--- src/rtl/song_sample_player.sv ---
// Song RAM sample player: fetches a 6-bit sample per tick and formats it as a signed 32-bit word.
// The word is queued in a small FIFO and drained to the audio controller whenever it accepts data.
module song_sample_player #(
    parameter int DIV        = 1042,
    parameter int LAST_ADDR  = 633867,
    parameter int SHIFT      = 24,
    parameter int FIFO_DEPTH = 4
) (
    input  logic        CLOCK_50,
    input  logic        reset,
    input  logic        enable,
    input  logic        restart,
    output logic [19:0] ram_addr,
    input  logic [5:0]  ram_q,
    input  logic        audio_out_allowed,
    output logic        write_audio_out,
    output logic [31:0] left_channel_audio_out,
    output logic [31:0] right_channel_audio_out,
    output logic        song_done,
    output logic        dropped
);

    localparam int CW = $clog2(DIV);
    localparam int PW = $clog2(FIFO_DEPTH);

    typedef enum logic [1:0] {
        S_IDLE = 2'd0,
        S_REQ  = 2'd1,
        S_CAP  = 2'd2
    } state_t;

    state_t          state_q, state_d;
    logic [CW-1:0]   cnt_q, cnt_d;
    logic [19:0]     addr_q, addr_d;
    logic            done_q, done_d;
    logic            dropped_q, dropped_d;
    logic [PW-1:0]   wr_ptr_q, wr_ptr_d;
    logic [PW-1:0]   rd_ptr_q, rd_ptr_d;
    logic [PW:0]     count_q, count_d;
    logic [31:0]     fifo_mem [FIFO_DEPTH];

    logic            tick_s;
    logic            empty_s;
    logic            full_s;
    logic            push_s;
    logic            pop_s;
    logic [31:0]     push_data_s;
    logic [31:0]     head_s;

    // Centre the unsigned sample around 32 and scale it into the top bits.
    function automatic logic [31:0] fmt_sample(input logic [5:0] q);
        return ({26'd0, q} - 32'd32) << SHIFT;
    endfunction

    assign tick_s   = (cnt_q == CW'(DIV - 1));
    assign empty_s  = (count_q == '0);
    assign full_s   = (count_q == (PW + 1)'(FIFO_DEPTH));
    assign head_s   = fifo_mem[rd_ptr_q];

    assign ram_addr                = addr_q;
    assign song_done               = done_q;
    assign dropped                 = dropped_q;
    assign write_audio_out         = !empty_s && audio_out_allowed;
    assign left_channel_audio_out  = empty_s ? 32'd0 : head_s;
    assign right_channel_audio_out = empty_s ? 32'd0 : head_s;

    // Next-state logic: tick counter, fetch FSM, address, FIFO pointers; restart overrides all but the tick counter.
    always_comb begin
        cnt_d       = tick_s ? '0 : cnt_q + CW'(1);
        state_d     = state_q;
        addr_d      = addr_q;
        done_d      = 1'b0;
        dropped_d   = dropped_q;
        push_s      = 1'b0;
        push_data_s = 32'd0;
        pop_s       = !empty_s && audio_out_allowed;

        case (state_q)
            S_IDLE: begin
                if (tick_s) begin
                    if (full_s) begin
                        dropped_d = 1'b1;
                    end else begin
                        state_d = S_REQ;
                    end
                end else begin
                    state_d = S_IDLE;
                end
            end
            S_REQ: begin
                state_d = S_CAP;
            end
            S_CAP: begin
                state_d = S_IDLE;
                push_s  = 1'b1;
                if (enable) begin
                    push_data_s = fmt_sample(ram_q);
                    if (addr_q == 20'(LAST_ADDR)) begin
                        addr_d = 20'd0;
                        done_d = 1'b1;
                    end else begin
                        addr_d = addr_q + 20'd1;
                    end
                end else begin
                    push_data_s = 32'd0;
                end
            end
            default: begin
                state_d = S_IDLE;
            end
        endcase

        wr_ptr_d = push_s ? wr_ptr_q + PW'(1) : wr_ptr_q;
        rd_ptr_d = pop_s  ? rd_ptr_q + PW'(1) : rd_ptr_q;
        case ({push_s, pop_s})
            2'b10:   count_d = count_q + (PW + 1)'(1);
            2'b01:   count_d = count_q - (PW + 1)'(1);
            default: count_d = count_q;
        endcase

        if (restart) begin
            state_d   = S_IDLE;
            addr_d    = 20'd0;
            done_d    = 1'b0;
            dropped_d = 1'b0;
            push_s    = 1'b0;
            pop_s     = 1'b0;
            wr_ptr_d  = '0;
            rd_ptr_d  = '0;
            count_d   = '0;
        end else begin
            dropped_d = dropped_d;
        end
    end

    // Control state registers with asynchronous reset.
    always_ff @(posedge CLOCK_50 or posedge reset) begin
        if (reset) begin
            cnt_q     <= '0;
            state_q   <= S_IDLE;
            addr_q    <= 20'd0;
            done_q    <= 1'b0;
            dropped_q <= 1'b0;
            wr_ptr_q  <= '0;
            rd_ptr_q  <= '0;
            count_q   <= '0;
        end else begin
            cnt_q     <= cnt_d;
            state_q   <= state_d;
            addr_q    <= addr_d;
            done_q    <= done_d;
            dropped_q <= dropped_d;
            wr_ptr_q  <= wr_ptr_d;
            rd_ptr_q  <= rd_ptr_d;
            count_q   <= count_d;
        end
    end

    // FIFO storage needs no reset: unread entries are masked by the empty flag.
    always_ff @(posedge CLOCK_50) begin
        if (push_s) begin
            fifo_mem[wr_ptr_q] <= push_data_s;
        end
    end

endmodule

--- config.mk ---
export PLATFORM = sky130hd
export DESIGN_NAME = song_sample_player
export DESIGN_NICKNAME = d
export VERILOG_FILES = /design/src/rtl/song_sample_player.sv
export SDC_FILE = /design/constraint.sdc
export NUM_CORES = 1
export LEC_CHECK = 0
export CORE_UTILIZATION = 42
export DETAILED_ROUTE_END_ITERATION = 7
export GPL_TIMING_DRIVEN = 0
export PLACE_DENSITY = 0.77
export RECOVER_POWER = 50
export SLEW_MARGIN = 30
export SYNTH_ARGS = -nofsm -noshare
export SYNTH_HDL_FRONTEND = slang
export SYNTH_SLANG_ARGS = --single-unit
--- constraint.sdc ---
create_clock -name CLOCK_50 -period 2.1 [get_ports CLOCK_50]
set_input_delay 0.21 -clock CLOCK_50 [delete_from_list [all_inputs] [get_ports CLOCK_50]]
set_output_delay 0.21 -clock CLOCK_50 [all_outputs]
set_load 0.02 [all_outputs]
==> run_results.csv <==
group,metric,value,unit
critical_path,r2r_start,"state_q[0]",
floorplanning,dieWidth,95.64,um
critical_path,crit_start,"state_q[0]",
detailed_routing,route.detailed.drc,0,
sta,drv_slew,0,
global_route,antenna_found_initial,0,
synth,ys.flop_type,"dfrtp_1",
critical_path,cp_cell_sequence,"nor2b_1, buf_4, buf_4, and2_1, clkbuf_1, nand2_1, o41ai_1",
clock_network,cts_tree,"built",
floorplanning,die_y,95.64,um
hold_path,hold_path.class,"in2async",
sta,finalCriticalPeriod,2092,ps
clock_network,clk_pin_slew,70,ps
finish,insertedDiodeCount,0,
finish,post_route_cells_drive_above_1_share,28.45,%
synth,synth_seq_cells,66,
synth,synth_edf_count,24,
synth,avgSynthCellArea,10.61,sq um
detailed_routing,drtPass1Iterations,5,
critical_path,cp_slowest_cell,"clkbuf_1",
clock_network,htree_levels,3,
finish,nets,485,
floorplanning,start_util,44.15,%
floorplanning,core_region_area,8341,sq um
detailed_routing,wl_per_cell,13.81,um
placement,place_area,4508,sq um
power_and_ir_drop,power_leakage,2.136,nW
critical_path,critPathLaunchType,"flip-flop",
placement,gp_congestion,0.8836,
placement,hpwl,5.452,mm
global_route,grt_usage,18.21,%
clock_network,cts-root-buf,"clkbuf_8",
detailed_routing,route.vias.total,2868,
synth,postSynth.asyncResetShare,63.64,%
critical_path,cp.arrival,2310,ps
critical_path,crit_type,"reg2reg",
detailed_routing,via_per_inst,4.979,
sta,tightestPinTransition,734.0,ps
synth,ys_types,50,
sta,setup_violations,0,
flow_run,maxCapViolCount,0,
critical_path,endpoint,"ram_addr[9]",
critical_path,cp_num_cells,7,
critical_path,path_buf_inv,3,
global_route,grt_pass1_wl,12.34,mm
sta,hold_viol_final,0,
clock_network,clk_path_buf_depth,2,
critical_path,crit_top_cell,"buf_4",
sta,clock_skew,7.134,ps
detailed_routing,dr.first_iter.drc_count,153,
synth,synthesis.area,3682,sq um
floorplanning,io_pins,98,
critical_path,reg2reg_depth,7,
finish,final_common_cell,"buf_4",
sta,rsz0062_at_grt,"yes",
sta,fin_crit_sh,99.64,%
critical_path,end_kind,"flip-flop",
critical_path,timing.reg2reg.setup_slack,8,ps
clock_network,clk_latency,340,ps
critical_path,r2r-end,"ram_addr[9]",
global_route,grt_pass1_vias,2609,
finish,finalNonFillerCells,576,
global_route,grt_max_degree,25,
critical_path,crit_fanout,10,
clock_network,numCtsBuffers,9,
floorplanning,rows,33,
synth,ys_warn_count,0,
sta,slew_headroom,51.01,%
critical_path,critPathTopFamily,"buffers and inverters",
power_and_ir_drop,irDropWorstVdd,484.7,uV
critical_path,worstPathRequired,2320,ps
placement,port_buffers,49,
detailed_routing,drt-total-wl,7.952,mm
clock_network,cts.sinks,66,
sta,clock.fmax,0.4779,GHz
synth,postSynthCellCount,347,
power_and_ir_drop,power-per-cell-area,547.0,nW/um^2
finish,syn2layout_area_growth,30.89,%
finish,final_cell_mix,"buf_4 (79), conb_1 (48), dfrtp_1 (36)",
global_route,grt_overflow,0,
synth,yosysSeqAreaShare,48.11,%
placement,placedCellCount,549,
outcome,status,"finished, final reports clean",
finish,final_area,4820,sq um
floorplanning,dieArea,9146,sq um
clock_network,hold_buffers,0,
critical_path,slowest_delay,440,ps
detailed_routing,detail-route-antenna-nets,0,
finish,post-route-util,57.79,%
sta,fin_setup_tns,0,ps
[cell type report]
cell class	instances	area (sq um)
timing repair buffer	66	565.5
tap	105	131.4
buffer	69	483.0
inverter	9	33.78
clock buffer	14	172.7
fill	710	3521
sequential	66	1779
multi-input combinational	245	1619
clock inverter	2	35.03
[worst register-to-register path, delay by kind of cell, from the launching register on]
kind | cells | cell delay (ps)
buffers and inverters | 3 | 720
flip-flops | 1 | 400
AO/OA/AOI/OAI | 1 | 340
AND/OR/NAND/NOR | 3 | 530
[metrics by stage]
step / total power [mW] / setup slack (ps) / hold WS, ps
3_3_place_gp: 1.550 / -343.8 / 479.7
5_1_grt: 2.748 / -45.59 / 496.0
2_1_floorplan: 1.519 / 12.03 / 393.1
4_1_cts: 2.667 / 3.379 / 192.6
6_report: 2.636 / 7.522 / 427.0
3_5_place_dp: 1.557 / -380.8 / 489.5
[cell usage after synthesis, types with 6 or more instances]
library cell / count / area [sq um]
nand3_1: 18 / 90.09
xor2_1: 6 / 52.55
buf_4: 59 / 442.9
o21ai_0: 9 / 45.04
nor2_1: 26 / 97.59
xnor2_1: 10 / 87.58
ha_1: 7 / 87.58
mux4_2: 6 / 135.1
edfxtp_1: 24 / 720.7
and3_1: 14 / 87.58
a21oi_1: 17 / 85.08
nor2b_1: 7 / 43.79
dfrtp_1: 42 / 1051
inv_1: 9 / 33.78
nand2_1: 22 / 82.58
clkbuf_1: 12 / 45.04
[kinds of logic (layout without fill, tap and decap cells)]
kind of cell	after synthesis	after routing	synth area share (%)
other cells	1	48	0.1018
mux	7	7	3.942
simple gates	126	126	19.78
compound gates	40	40	6.796
fa+ha+maj	8	8	2.922
xor+xnor	16	16	3.806
buf+inv	83	160	14.54
flops	66	66	48.11
[flip-flops by register name, indices dropped and copies added, names as in the netlist]
register,cells
state_q,2
wr_ptr_q,2
ram_addr,20
count_q,3
cnt_q,11
rd_ptr_q,2
song_done,1
dropped,1
fifo_mem,24
[power breakdown]
part | switching (mW) | internal (mW) | total (mW)
logic | 0.122 | 0.0788 | 0.201
clock network | 0.463 | 0.645 | 1.11
registers | 0.000000000000000274 | 1.33 | 1.33
total | 0.585 | 2.05 | 2.64
[per-layer routing]
| metal | vias up | part of all wire [%] | track usage, % | routed length [um] |
|---|---|---|---|---|
| li1 | 1361 | - | - | - |
| met1 | 1333 | 40 | 21.66 | 3177 |
| met2 | 155 | 50 | 30.60 | 3940 |
| met3 | 19 | 8.8 | 5.104 | 700 |
| met4 | 0 | 1.7 | 8.209 | 133 |
| met5 | - | 0 | 0 | 0 |
[timing repair]
item / CTS / global route
pin swaps: 2 / 4
setup endpoints to repair: 28 / 29
resized for setup: 54 / 32
setup buffers: 2 / 14
[worst min-delay path by stage]
| stage | to | cells past startpoint | slack, ps |
|---|---|---|---|
| after floorplan | ram_addr[18] | 2 | 390 |
| after global placement | cnt_q[8] | 1 | 480 |
| after detailed placement | cnt_q[8] | 1 | 490 |
| after CTS | ram_addr[12] | 2 | 190 |
| after global routing | cnt_q[8] | 2 | 500 |
| final | ram_addr[12] | 2 | 430 |
(Power assumes the default switching activity.)
